`src/rtl/fft8_pkg.sv`:
```
// fft8_pkg: shared types and constants for the 8-point FFT sequencer.
// Holds the FSM states, transform size and butterfly stage offsets.
package fft8_pkg;

   typedef enum logic [1:0] {
      ST_IDLE  = 2'd0,
      ST_RUN   = 2'd1,
      ST_DRAIN = 2'd2
   } seq_state_e;

   localparam int N     = 8;
   localparam int LOG2N = 3;

   localparam int ST1_DLY = 4;
   localparam int ST2_DLY = 6;
   localparam int ST3_DLY = 7;

   function automatic logic [LOG2N-1:0] bitrev3(input logic [LOG2N-1:0] v);
      return {v[0], v[1], v[2]};
   endfunction

endpackage

```
`src/rtl/fft8_valid_dly.sv`:
```
// fft8_valid_dly: enable-gated tag delay line tracking which pipeline
// slots hold real samples; only advances when the datapath advances.
module fft8_valid_dly #(
   parameter int DEPTH = 12
) (
   input  logic clk,
   input  logic rst,
   input  logic en,
   input  logic din,
   output logic dout
);

   logic [DEPTH-1:0] tag_q, tag_d;

   always_comb begin
      tag_d = tag_q;
      if (en) tag_d = {tag_q[DEPTH-2:0], din};
   end

   always_ff @(posedge clk) begin
      if (rst) tag_q <= '0;
      else     tag_q <= tag_d;
   end

   assign dout = tag_q[DEPTH-1];

endmodule

```
`src/rtl/fft8_sequencer.sv`:
```
// fft8_sequencer: stream/drain control for a pipelined 8-point FFT.
// Define FFT8_SEQ_BITREV_EN to report bins in bit-reversed order on out_idx.
module fft8_sequencer
   import fft8_pkg::*;
#(
   parameter int PIPE_LAT    = 12,
   parameter int FRAME_CNT_W = 16
) (
   input  logic                   clk,
   input  logic                   rst,
   input  logic                   start,
   input  logic                   stop,
   input  logic                   in_valid,
   output logic                   in_ready,
   output logic                   pipe_en,
   output logic                   st1_sel,
   output logic                   st2_sel,
   output logic                   st3_sel,
   output logic [2:0]             tw_addr,
   output logic                   tw_en,
   output logic                   out_valid,
   output logic                   out_sof,
   output logic                   out_eof,
   output logic [2:0]             out_idx,
   output logic                   busy,
   output logic [FRAME_CNT_W-1:0] frame_cnt
);

   localparam logic [5:0]       DRAIN_LAST = 6'(PIPE_LAT - 1);
   localparam logic [LOG2N-1:0] S_LAST     = LOG2N'(N - 1);

   seq_state_e state_q, state_d;

   logic [LOG2N-1:0]       s_q, s_d;
   logic [LOG2N-1:0]       p_q, p_d;
   logic [LOG2N-1:0]       tw_addr_q, tw_addr_d;
   logic [ST1_DLY-1:0]     sh1_q, sh1_d;
   logic [ST2_DLY-1:0]     sh2_q, sh2_d;
   logic [ST3_DLY-1:0]     sh3_q, sh3_d;
   logic [5:0]             drain_q, drain_d;
   logic                   stop_pend_q, stop_pend_d;
   logic [FRAME_CNT_W-1:0] frame_q, frame_d;

   logic accept, start_go, last_acc, tail;

   assign accept   = in_valid & in_ready;
   assign start_go = (state_q == ST_IDLE) & start;
   assign last_acc = accept & (s_q == S_LAST);

   always_ff @(posedge clk) begin
      if (rst) state_q <= ST_IDLE;
      else     state_q <= state_d;
   end

   always_comb begin
      state_d = state_q;
      unique case (state_q)
         ST_IDLE:  if (start) state_d = ST_RUN;
         ST_RUN:   if (last_acc && (stop || stop_pend_q)) state_d = ST_DRAIN;
         ST_DRAIN: if (drain_q == DRAIN_LAST) state_d = ST_IDLE;
         default:  state_d = ST_IDLE;
      endcase
   end

   always_comb begin
      in_ready = (state_q == ST_RUN);
      busy     = (state_q != ST_IDLE);
      pipe_en  = (in_ready && in_valid) || (state_q == ST_DRAIN);
      tw_en    = pipe_en;
   end

   // s restarts on arming so every run begins frame-aligned
   always_comb begin
      s_d         = s_q;
      p_d         = p_q;
      tw_addr_d   = tw_addr_q;
      sh1_d       = sh1_q;
      sh2_d       = sh2_q;
      sh3_d       = sh3_q;
      stop_pend_d = stop_pend_q;
      frame_d     = frame_q;
      drain_d     = '0;
      if (start_go) begin
         s_d     = '0;
         frame_d = '0;
      end else if (pipe_en) begin
         s_d = s_q + LOG2N'(1);
      end
      if (pipe_en) begin
         tw_addr_d = s_q;
         sh1_d     = {sh1_q[ST1_DLY-2:0], s_q[2]};
         sh2_d     = {sh2_q[ST2_DLY-2:0], s_q[1]};
         sh3_d     = {sh3_q[ST3_DLY-2:0], s_q[0]};
      end
      if (out_valid) p_d = p_q + LOG2N'(1);
      if (out_eof) frame_d = frame_q + FRAME_CNT_W'(1);
      if (state_q == ST_RUN && stop) stop_pend_d = 1'b1;
      if (state_q != ST_RUN || state_d != ST_RUN) stop_pend_d = 1'b0;
      if (state_q == ST_DRAIN) drain_d = drain_q + 6'd1;
   end

   always_ff @(posedge clk) begin
      if (rst) begin
         s_q         <= '0;
         p_q         <= '0;
         tw_addr_q   <= '0;
         sh1_q       <= '0;
         sh2_q       <= '0;
         sh3_q       <= '0;
         drain_q     <= '0;
         stop_pend_q <= 1'b0;
         frame_q     <= '0;
      end else begin
         s_q         <= s_d;
         p_q         <= p_d;
         tw_addr_q   <= tw_addr_d;
         sh1_q       <= sh1_d;
         sh2_q       <= sh2_d;
         sh3_q       <= sh3_d;
         drain_q     <= drain_d;
         stop_pend_q <= stop_pend_d;
         frame_q     <= frame_d;
      end
   end

   fft8_valid_dly #(
      .DEPTH(PIPE_LAT)
   ) u_valid_dly (
      .clk (clk),
      .rst (rst),
      .en  (pipe_en),
      .din (accept),
      .dout(tail)
   );

   assign out_valid = pipe_en & tail;
   assign out_sof   = out_valid & (p_q == '0);
   assign out_eof   = out_valid & (p_q == S_LAST);
   assign st1_sel   = sh1_q[ST1_DLY-1];
   assign st2_sel   = sh2_q[ST2_DLY-1];
   assign st3_sel   = sh3_q[ST3_DLY-1];
   assign tw_addr   = tw_addr_q;
   assign frame_cnt = frame_q;

`ifdef FFT8_SEQ_BITREV_EN
   assign out_idx = bitrev3(p_q);
`else
   assign out_idx = p_q;
`endif

endmodule

```
`config.mk`:
```
export PLATFORM = sky130hd
export DESIGN_NAME = fft8_sequencer
export DESIGN_NICKNAME = d
export VERILOG_FILES = /design/src/rtl/fft8_pkg.sv /design/src/rtl/fft8_valid_dly.sv /design/src/rtl/fft8_sequencer.sv
export SDC_FILE = /design/constraint.sdc
export NUM_CORES = 1
export LEC_CHECK = 0
export BUFFER_PORTS_ARGS = -buffer_cell sky130_fd_sc_hd__clkbuf_2
export CAP_MARGIN = 20
export CORE_AREA = 2 2 88 90
export DETAILED_ROUTE_END_ITERATION = 8
export DIE_AREA = 0 0 90 92
export MAX_ROUTING_LAYER = met4
export PLACE_DENSITY = 0.63
export SLEW_MARGIN = 20
export SYNTH_ARGS = -nofsm -noshare
export SYNTH_HDL_FRONTEND = slang
export SYNTH_HIERARCHICAL = 1
export SYNTH_SLANG_ARGS = --single-unit
```
`constraint.sdc`:
```
create_clock -name clk -period 4.02 [get_ports clk]
set_input_delay 0.201 -clock clk [delete_from_list [all_inputs] [get_ports clk]]
set_output_delay 0.201 -clock clk [all_outputs]
set_load 0.01 [all_outputs]
```
==> results.yml, run 1 <==
outcome:
  status: "complete, no violations"
final_layout:
  postLayoutCellArea_sq_mm: 0.00296
  area.sequential_sq_mm: 0.00120
  multi_input_area_sq_mm: 0.00118
  n_antenna_cell: 0
  drive_gt1_share_pct: 20.3
  fin_nets: 327
  layout_commonest_cell: "dfxtp_1"
  area_delta_synth_final_pct: 17.1
  n_fill_cell: 765
  mostFrequentLayoutCells: "dfxtp_1 (60), nand2_1 (51), clkbuf_2 (36)"
  fin_cells: 422
timing:
  grt_setup_unrepaired: "false"
  finalSetupViolations: 0
  hold_viol_final: 0
  period_needed_ps: 2820
  slew_viol_final: 0
  slew_headroom_pct: 32.5
  tns_ps: 0
  tightestPinTransition_ps: 1010
  post-route-period-util_pct: 70.2
  clock_skew_ps: 7.28
  max_freq_ghz: 0.354
worst_setup_path:
  crit_path_cell_trace: "nor2b_1 -> nor2_1 -> buf_4 -> inv_1 -> clkbuf_2"
  critPathCapture: "pipe_en"
  crit_path_max_incr_delay_ps: 750
  cp.arrival_ps: 2620
  slowest_stage: "inv_1"
  crit_path_end_kind: "output port"
  r2r_start: "state_q[1]"
  r2r-end: "sh2_q[2]"
  crit_type: "register to output port"
  cp_max_fo: 28
  critPathLaunch: "state_q[1]"
  reg2reg_slack_ps: 1410
  reg2reg_depth: 7
  start_kind: "register"
  crit_required_ps: 3820
drt:
  wl_per_cell_um: 11.7
  final_antenna_net_count: 0
  totalWireLength_mm: 4.93
  viasPerCell: 4.77
  drt_iter0_markers: 40
  vias: 2012
  remaining_drc_errors: 0
  drt-pass1-iter-count: 4
placement:
  postPlaceCellArea_sq_mm: 0.00273
  portBuffers: 36
  gp_congestion: 0.778
  dp_cells: 406
  place_hpwl_mm: 3.37
job:
  maxCapViolCount: 0
clock_network:
  cts_tree: "built"
  clkTransAtPathRegs_ps: 70
  htree_levels: 3
  cts_hold_buf: 0
  postCtsSetupBuffers: 0
  cts_buffers: 9
  clock_path_buffers: 2
  cts.repair.resized: 0
  cts_sinks: 60
  cts_root_buffer: "clkbuf_8"
  clk_latency_ps: 330
synth:
  synth-simple-area-share_pct: 22.7
  synth_top_family_by_area: "simple AND/OR/NAND/NOR gates"
  postSynthAreaPerCell_sq_um: 8.84
  synth-seq-cells: 60
  ys_warn_count: 6
  synth_seq_area_share_pct: 47.5
  synthAdderAreaFrac_pct: 3.47
  syn_nets: 298
  synth_compound_area_share_pct: 12.7
  synth_xor_area_share_pct: 2.08
  syn_inst: 286
  synth_mux_area_share_pct: 5.54
  synth_cell_types: 37
  syn_area_sq_mm: 0.00253
power_and_ir_drop:
  p_sw_share_pct: 21.6
  combPwrFrac_pct: 3.7
  irDropWorstVdd_mv: 0.229
  p_leak_uw: 0.00112
  p_seq_share_pct: 48.1
  clockPowerShare_pct: 48.2
  p_sw_uw: 268
  power_density_mw_per_mm2: 420
  p_int_uw: 975
global_route:
  grt.overflow.total: 0
  track_usage_pct: 13.2
  grt_pass1_wl_mm: 8.60
  grt_antenna_before_repair: 0
  grt_pass1_vias: 1878
  grt_max_degree: 35
die:
  die-area_sq_mm: 0.00828
  initial_core_util_pct: 33.9
  die_height_um: 92
  boundaryPins: 37
  rows: 32
  die_w_um: 90
  core_sq_mm: 0.00745
worst_hold_path:
  min_path_type: "input pin to register"
  hold_start: "stop"
-- final cells by class --
cell class,instances,area share [%]
flip-flops and latches,60,40.6
multi-input cells,198,39.7
repair buffers,39,6.85
clock buffers,10,4.65
well taps,102,4.31
clock inverters,6,2.96
inverters,7,0.888
-- synth_stat cells --
cell type,count,share of area (%)
dfxtp_1,60,48
nand2_1,51,7.6
a21oi_1,31,6.1
nor2_1,23,3.4
mux2i_1,14,5.5
nand3_1,10,2.0
buf_2,9,1.8
ha_1,7,3.5
inv_1,7,1.0
o211ai_1,6,1.8
or3_1,6,1.5
buf_4,5,1.5
clkbuf_1,5,0.74
and3_1,4,0.99
nand4_1,4,0.99
or2_2,4,0.99
or4_1,4,1.2
nor2b_1,3,0.74
o21ai_0,3,0.59
xnor2_1,3,1.0
xor2_1,3,1.0
buf_6,2,0.89
nand2b_1,2,0.49
nor3_1,2,0.40
nor3b_1,2,0.59
o311ai_0,2,0.69
o31ai_1,2,0.59
o41ai_1,2,0.69
or3b_2,2,0.69
and3b_1,1,0.35
and4_1,1,0.35
nor4_2,1,0.49
o2111ai_1,1,0.35
o211ai_2,1,0.49
o211ai_4,1,0.84
o21ai_1,1,0.20
o21ai_2,1,0.35
-- cells by family after synthesis --
logic type / Yosys count
flops: 60
xor+xnor: 6
fa+ha+maj: 7
mux: 14
buf+inv: 28
simple gates: 120
compound gates: 51
-- routing by layer --
layer | track usage, % | part of all wire, % | vias to the layer above
met3 | 5.51 | 5.6 | 4
met1 | 14.9 | 45 | 929
met2 | 21.1 | 48 | 43
li1 | - | - | 1036
met4 | 5.26 | 1.1 | 0
met5 | - | 0 | -
-- critical path, delay by kind of cell, from the launching register on --
kind | cells | cell delay [ps]
buffers and inverters | 3 | 1250
DFF | 1 | 370
and+or+nand+nor | 2 | 660
-- worst min-delay path by stage --
stage / cells past startpoint / slack [ps] / end
after floorplan: 1 / 270 / u_valid_dly/tag_q[11]
after global placement: 1 / 430 / drain_q[0]
after detailed placement: 1 / 430 / drain_q[0]
after CTS: 3 / 190 / stop_pend_q
after global routing: 3 / 200 / stop_pend_q
final: 3 / 190 / stop_pend_q
-- registers in the layout, indices dropped and copies added, names as in the netlist --
signal             cells
sh3_q                  6
sh2_q                  5
u_valid_dly/tag_q     12
frame_cnt             16
out_idx                3
sh1_q                  4
tw_addr                2
state_q                2
drain_q                6
stop_pend_q            1
s_q                    3
-- per-stage QoR --
step	power (uW)	setup WS [ps]	hold slack, ps	utilization, %
finish	1240	1200	194	39.7
global route	1300	955	200	39.7
CTS	1260	1130	187	39.7
detailed placement	658	1400	433	36.7
global placement	658	1490	426	36.7
floorplan	647	2200	273	-
-- power by group through the flow --
| stage | clock [uW] | sequential [uW] | combinational (uW) |
|---|---|---|---|
| 3_5_place_dp | 0 | 611 | 46.7 |
| 3_3_place_gp | 0 | 611 | 46.4 |
| 2_1_floorplan | 0 | 611 | 36.0 |
| 5_1_grt | 648 | 598 | 50.3 |
| 6_report | 599 | 598 | 45.5 |
| 4_1_cts | 619 | 598 | 46.6 |
No activity file was read; power rests on OpenSTA's default activity.
==> run 2: changes to the inputs <==
--- a/config.mk
+++ b/config.mk
@@ -11,7 +11,7 @@
 export DETAILED_ROUTE_END_ITERATION = 8
 export DIE_AREA = 0 0 90 92
 export MAX_ROUTING_LAYER = met4
-export PLACE_DENSITY = 0.63
+export PLACE_DENSITY = 0.65
 export SLEW_MARGIN = 20
 export SYNTH_ARGS = -nofsm -noshare
 export SYNTH_HDL_FRONTEND = slang
==> constraint.sdc (replaced) <==
create_clock -name clk -period 2.4 [get_ports clk]
set_input_delay 0.12 -clock clk [delete_from_list [all_inputs] [get_ports clk]]
set_output_delay 0.12 -clock clk [all_outputs]
set_load 0.01 [all_outputs]
==> run 2 against run 1 <==
Compared with the run above: register-to-register slack worse by 960 ps; sequential cell count stayed put; non-clock buffer count is 2 higher; critical path type is now register to register; sequential share of layout area is 0.37 points lower.
==> results.yml, run 2 (synthesis results as in run 1) <==
final_layout:
  multi_input_area_sq_mm: 0.00118
  area.sequential_sq_mm: 0.00120
  layout_commonest_cell: "dfxtp_1"
  largest_reg_flops: 16
  drive_gt1_share_pct: 20.6
  fin_nets: 329
  fin_cells: 423
  mostFrequentLayoutCells: "dfxtp_1 (60), nand2_1 (51), clkbuf_2 (36)"
  postLayoutCellArea_sq_mm: 0.00299
  area_delta_synth_final_pct: 18.2
  n_fill_cell: 762
  n_antenna_cell: 0
global_route:
  grt_max_degree: 30
  track_usage_pct: 13.8
  grt_pass1_vias: 1864
  grt_antenna_before_repair: 0
  grt_pass1_wl_mm: 8.78
  grt.overflow.total: 0
die:
  die_height_um: 92
  boundaryPins: 37
  core_sq_mm: 0.00745
  initial_core_util_pct: 33.9
  rows: 32
  die-area_sq_mm: 0.00828
  die_w_um: 90
worst_hold_path:
  hold_depth: 3
  min_to: "stop_pend_q"
  min_path_type: "input pin to register"
  hold_start: "stop"
drt:
  viasPerCell: 4.91
  remaining_drc_errors: 0
  drt-pass1-iter-count: 4
  wl_per_cell_um: 12.2
  drt_iter0_markers: 105
  final_antenna_net_count: 0
  vias: 2077
  totalWireLength_mm: 5.18
job:
  maxCapViolCount: 0
power_and_ir_drop:
  p_seq_share_pct: 46.1
  p_int_uw: 1730
  power_density_mw_per_mm2: 728
  combPwrFrac_pct: 3.6
  irDropWorstVdd_mv: 0.383
  p_sw_uw: 443
  p_leak_uw: 0.00115
  p_sw_share_pct: 20.4
  clockPowerShare_pct: 50.3
clock_network:
  cts_tree: "built"
  clk_latency_ps: 340
  clkTransAtPathRegs_ps: 70
  cts_hold_buf: 0
  postCtsSetupBuffers: 0
  htree_levels: 3
  cts.repair.resized: 0
  clock_path_buffers: 2
  cts_buffers: 9
  cts_root_buffer: "clkbuf_8"
  cts_sinks: 60
worst_setup_path:
  start_kind: "register"
  crit_required_ps: 2660
  crit_path_end_kind: "register"
  cp.arrival_ps: 2210
  r2r-end: "frame_cnt[10]"
  crit_type: "register to register"
  reg2reg_depth: 6
  cp_max_fo: 16
  r2r_start: "out_idx[1]"
  reg2reg_slack_ps: 450
placement:
  portBuffers: 36
  gp_congestion: 0.803
  dp_cells: 408
  postPlaceCellArea_sq_mm: 0.00275
  place_hpwl_mm: 3.50
timing:
  slew_viol_final: 0
  period_needed_ps: 1950
  tns_ps: 0
  post-route-period-util_pct: 81.2
  max_freq_ghz: 0.513
  finalSetupViolations: 0
  grt_setup_unrepaired: "false"
  hold-worst-slack_ps: 95.1
  slew_headroom_pct: 64.2
  tightestPinTransition_ps: 535
  clock_skew_ps: 9.22
  hold_viol_final: 0
outcome:
  status: "complete, no violations"
## run 2: how the worst max path moves through the flow
stage	cells past startpoint	endpoint	slack, ps	start
2_1_floorplan	7	frame_cnt[15]	580	out_idx[1]
3_3_place_gp	6	frame_cnt[10]	520	out_idx[1]
3_5_place_dp	6	frame_cnt[10]	450	out_idx[1]
4_1_cts	6	frame_cnt[10]	440	out_idx[1]
5_1_grt	6	frame_cnt[10]	340	out_idx[1]
6_report	6	frame_cnt[10]	450	out_idx[1]
## run 2: cell type report
cell class              count  area share, %
multi-input cells         198           39.4
clock buffers              10           4.61
flip-flops and latches     60           40.2
well taps                 102           4.27
repair buffers             41           7.29
inverters                   7          0.880
clock inverters             5           3.35
## run 2: metrics by stage
step / setup slack, ps / total power (uW) / utilization, %
floorplan: 581 / 1080 / -
global placement: 516 / 1100 / 36.9
detailed placement: 454 / 1100 / 36.9
CTS: 437 / 2200 / 40.1
global route: 342 / 2250 / 40.1
finish: 451 / 2170 / 40.1
## run 2: power groups by stage
| stage | logic, uW | registers, uW | clock network, uW |
|---|---|---|---|
| after floorplan | 60.3 | 1020 | 0 |
| after global placement | 79.1 | 1020 | 0 |
| after detailed placement | 79.1 | 1020 | 0 |
| after CTS | 79.5 | 1000 | 1120 |
| after global routing | 86.6 | 1000 | 1170 |
| final | 78.3 | 1000 | 1090 |
## run 2: metal layers
metal | part of all wire [%] | GRT usage [%] | wire length [um]
met2 | 46 | 20.4 | 2390
met3 | 6.6 | 6.74 | 342
met1 | 46 | 16.3 | 2370
met4 | 1.5 | 5.13 | 80
met5 | 0 | - | 0
## run 2: worst max-delay path, stage by stage (launching register included)
cell      delay [ps]
dfxtp_1          360
ha_1             160
ha_1             220
and3_1           270
o211ai_4         190
or4_1            530
a21oi_1          140
==> run 3: changes to the inputs <==
==> constraint.sdc (replaced) <==
create_clock -name clk -period 1.79 [get_ports clk]
set_input_delay 0.0895 -clock clk [delete_from_list [all_inputs] [get_ports clk]]
set_output_delay 0.0895 -clock clk [all_outputs]
set_load 0.01 [all_outputs]
==> run 3 against run 2 <==
Compared with the run above: critical path depth unchanged; via count up 1.2%; register-to-register slack worse by 390 ps; sequential power up 34%; clock power increased by 9%; maximum frequency grew 12%; worst hold slack lost 27 ps; non-clock buffer count grew 12; die area did not move; clock skew fell by 3.0 ps; power grew 23%; critical path type unchanged; critical endpoint unchanged.
==> results.yml, run 3 (synthesis results as in run 1) <==
clock_network:
  clock_path_buffers: 2
  cts_tree: "built"
  clkTransAtPathRegs_ps: 70
  cts_root_buffer: "clkbuf_8"
  cts_buffers: 9
  cts_hold_buf: 0
  cts_sinks: 60
  clk_latency_ps: 330
  htree_levels: 3
die:
  die_height_um: 92
  initial_core_util_pct: 33.9
  core_sq_mm: 0.00745
  die-area_sq_mm: 0.00828
  rows: 32
  boundaryPins: 37
  die_w_um: 90
global_route:
  grt_max_degree: 38
  grt_antenna_before_repair: 0
  grt_pass1_wl_mm: 9.00
  grt.overflow.total: 0
  grt_pass1_vias: 1960
  track_usage_pct: 14.0
placement:
  pre_cts_ws_ps: 30.1
  portBuffers: 36
  dp_cells: 418
  gp_congestion: 0.795
  place_hpwl_mm: 3.62
drt:
  final_antenna_net_count: 0
  vias: 2102
  drt-pass1-iter-count: 4
  wl_per_cell_um: 12.5
  totalWireLength_mm: 5.46
  remaining_drc_errors: 0
  viasPerCell: 4.81
  drt_iter0_markers: 86
timing:
  max_freq_ghz: 0.577
  hold_viol_final: 0
  slew_viol_final: 0
  clock_skew_ps: 6.27
  finalSetupViolations: 0
  tns_ps: 0
  hold-worst-slack_ps: 67.8
  period_needed_ps: 1730
  tightestPinTransition_ps: 520
  post-route-period-util_pct: 96.8
  grt_setup_unrepaired: "false"
  timing.final.ws_setup_ps: 56.9
  slew_headroom_pct: 65.3
worst_setup_path:
  start_kind: "register"
  cp_max_fo: 8
  reg2reg_slack_ps: 60
  reg2reg_depth: 6
  cp.arrival_ps: 2000
  r2r_start: "out_idx[0]"
  crit_required_ps: 2060
  crit_path_end_kind: "register"
  crit_type: "register to register"
  r2r-end: "frame_cnt[10]"
final_layout:
  layout_commonest_cell: "dfxtp_1"
  n_antenna_cell: 0
  fin_cells: 437
  largest_reg_flops: 16
  mostFrequentLayoutCells: "dfxtp_1 (58), nand2_1 (51), clkbuf_2 (36)"
  drive_gt1_share_pct: 26.0
  area_delta_synth_final_pct: 23.3
  fin_nets: 342
worst_hold_path:
  min_path_type: "input pin to register"
  hold_start: "stop"
  hold_depth: 3
  min_to: "stop_pend_q"
power_and_ir_drop:
  p_int_uw: 2030
  clockPowerShare_pct: 44.8
  power_density_mw_per_mm2: 855
  combPwrFrac_pct: 4.8
  p_sw_share_pct: 23.8
  p_sw_uw: 634
  irDropWorstVdd_mv: 0.558
  power_uw: 2660
  p_leak_uw: 0.00119
  p_seq_share_pct: 50.4
outcome:
  status: "complete, no violations"
job:
  maxCapViolCount: 0
## run 3: layer usage
layer	routed length [um]	vias to the layer above	track usage, %
met2	2530	54	21.1
met4	75	0	4.74
met5	0	-	-
met1	2540	965	16.9
li1	-	1075	-
met3	314	8	5.83
## run 3: repair_timing
item,CTS,global route
endpoints found under the setup margin,1,8
gates resized for setup,2,9
gates cloned,0,2
pin swaps,0,2
buffers inserted,0,1
## run 3: layout make-up
class                      count  area, sq um
timing repair buffer          53          345
inverter                       7         26.3
multi-input combinational    199         1220
tap                          102          128
clock buffer                  10          128
sequential                    60         1200
clock inverter                 6         65.1
fill                         760         4330
## run 3: how the worst max path moves through the flow
stage / start / slack, ps / cells after the start / endpoint
after CTS: state_q[1] / 20 / 6 / out_eof
after global placement: out_idx[0] / 40 / 6 / frame_cnt[10]
after global routing: out_idx[0] / 0.7 / 6 / frame_cnt[13]
after detailed placement: out_idx[0] / 30 / 6 / frame_cnt[10]
after floorplan: out_idx[1] / 10 / 7 / frame_cnt[15]
final: out_idx[0] / 60 / 6 / frame_cnt[10]
## run 3: power groups by stage
stage | sequential [uW] | clock (uW) | combinational, uW
after global placement | 1370 | 0 | 116
after detailed placement | 1370 | 0 | 117
after floorplan | 1370 | 0 | 80.9
final | 1340 | 1190 | 128
after global routing | 1340 | 1280 | 140
after CTS | 1340 | 1230 | 117
## run 3: through the flow
step	utilization, %	cell area (sq um)
final	41.9	3120
after global placement	38.2	2840
after detailed placement	38.2	2840
after floorplan	-	2530
after global routing	41.9	3120
after CTS	40.8	3040
## run 3: critical path: stages, from the launching register on
cell and delay (ps):
dfxtp_2 340, ha_1 140, ha_1 180, and3_4 240
o211ai_4 120, or4_1 510, a21oi_1 140
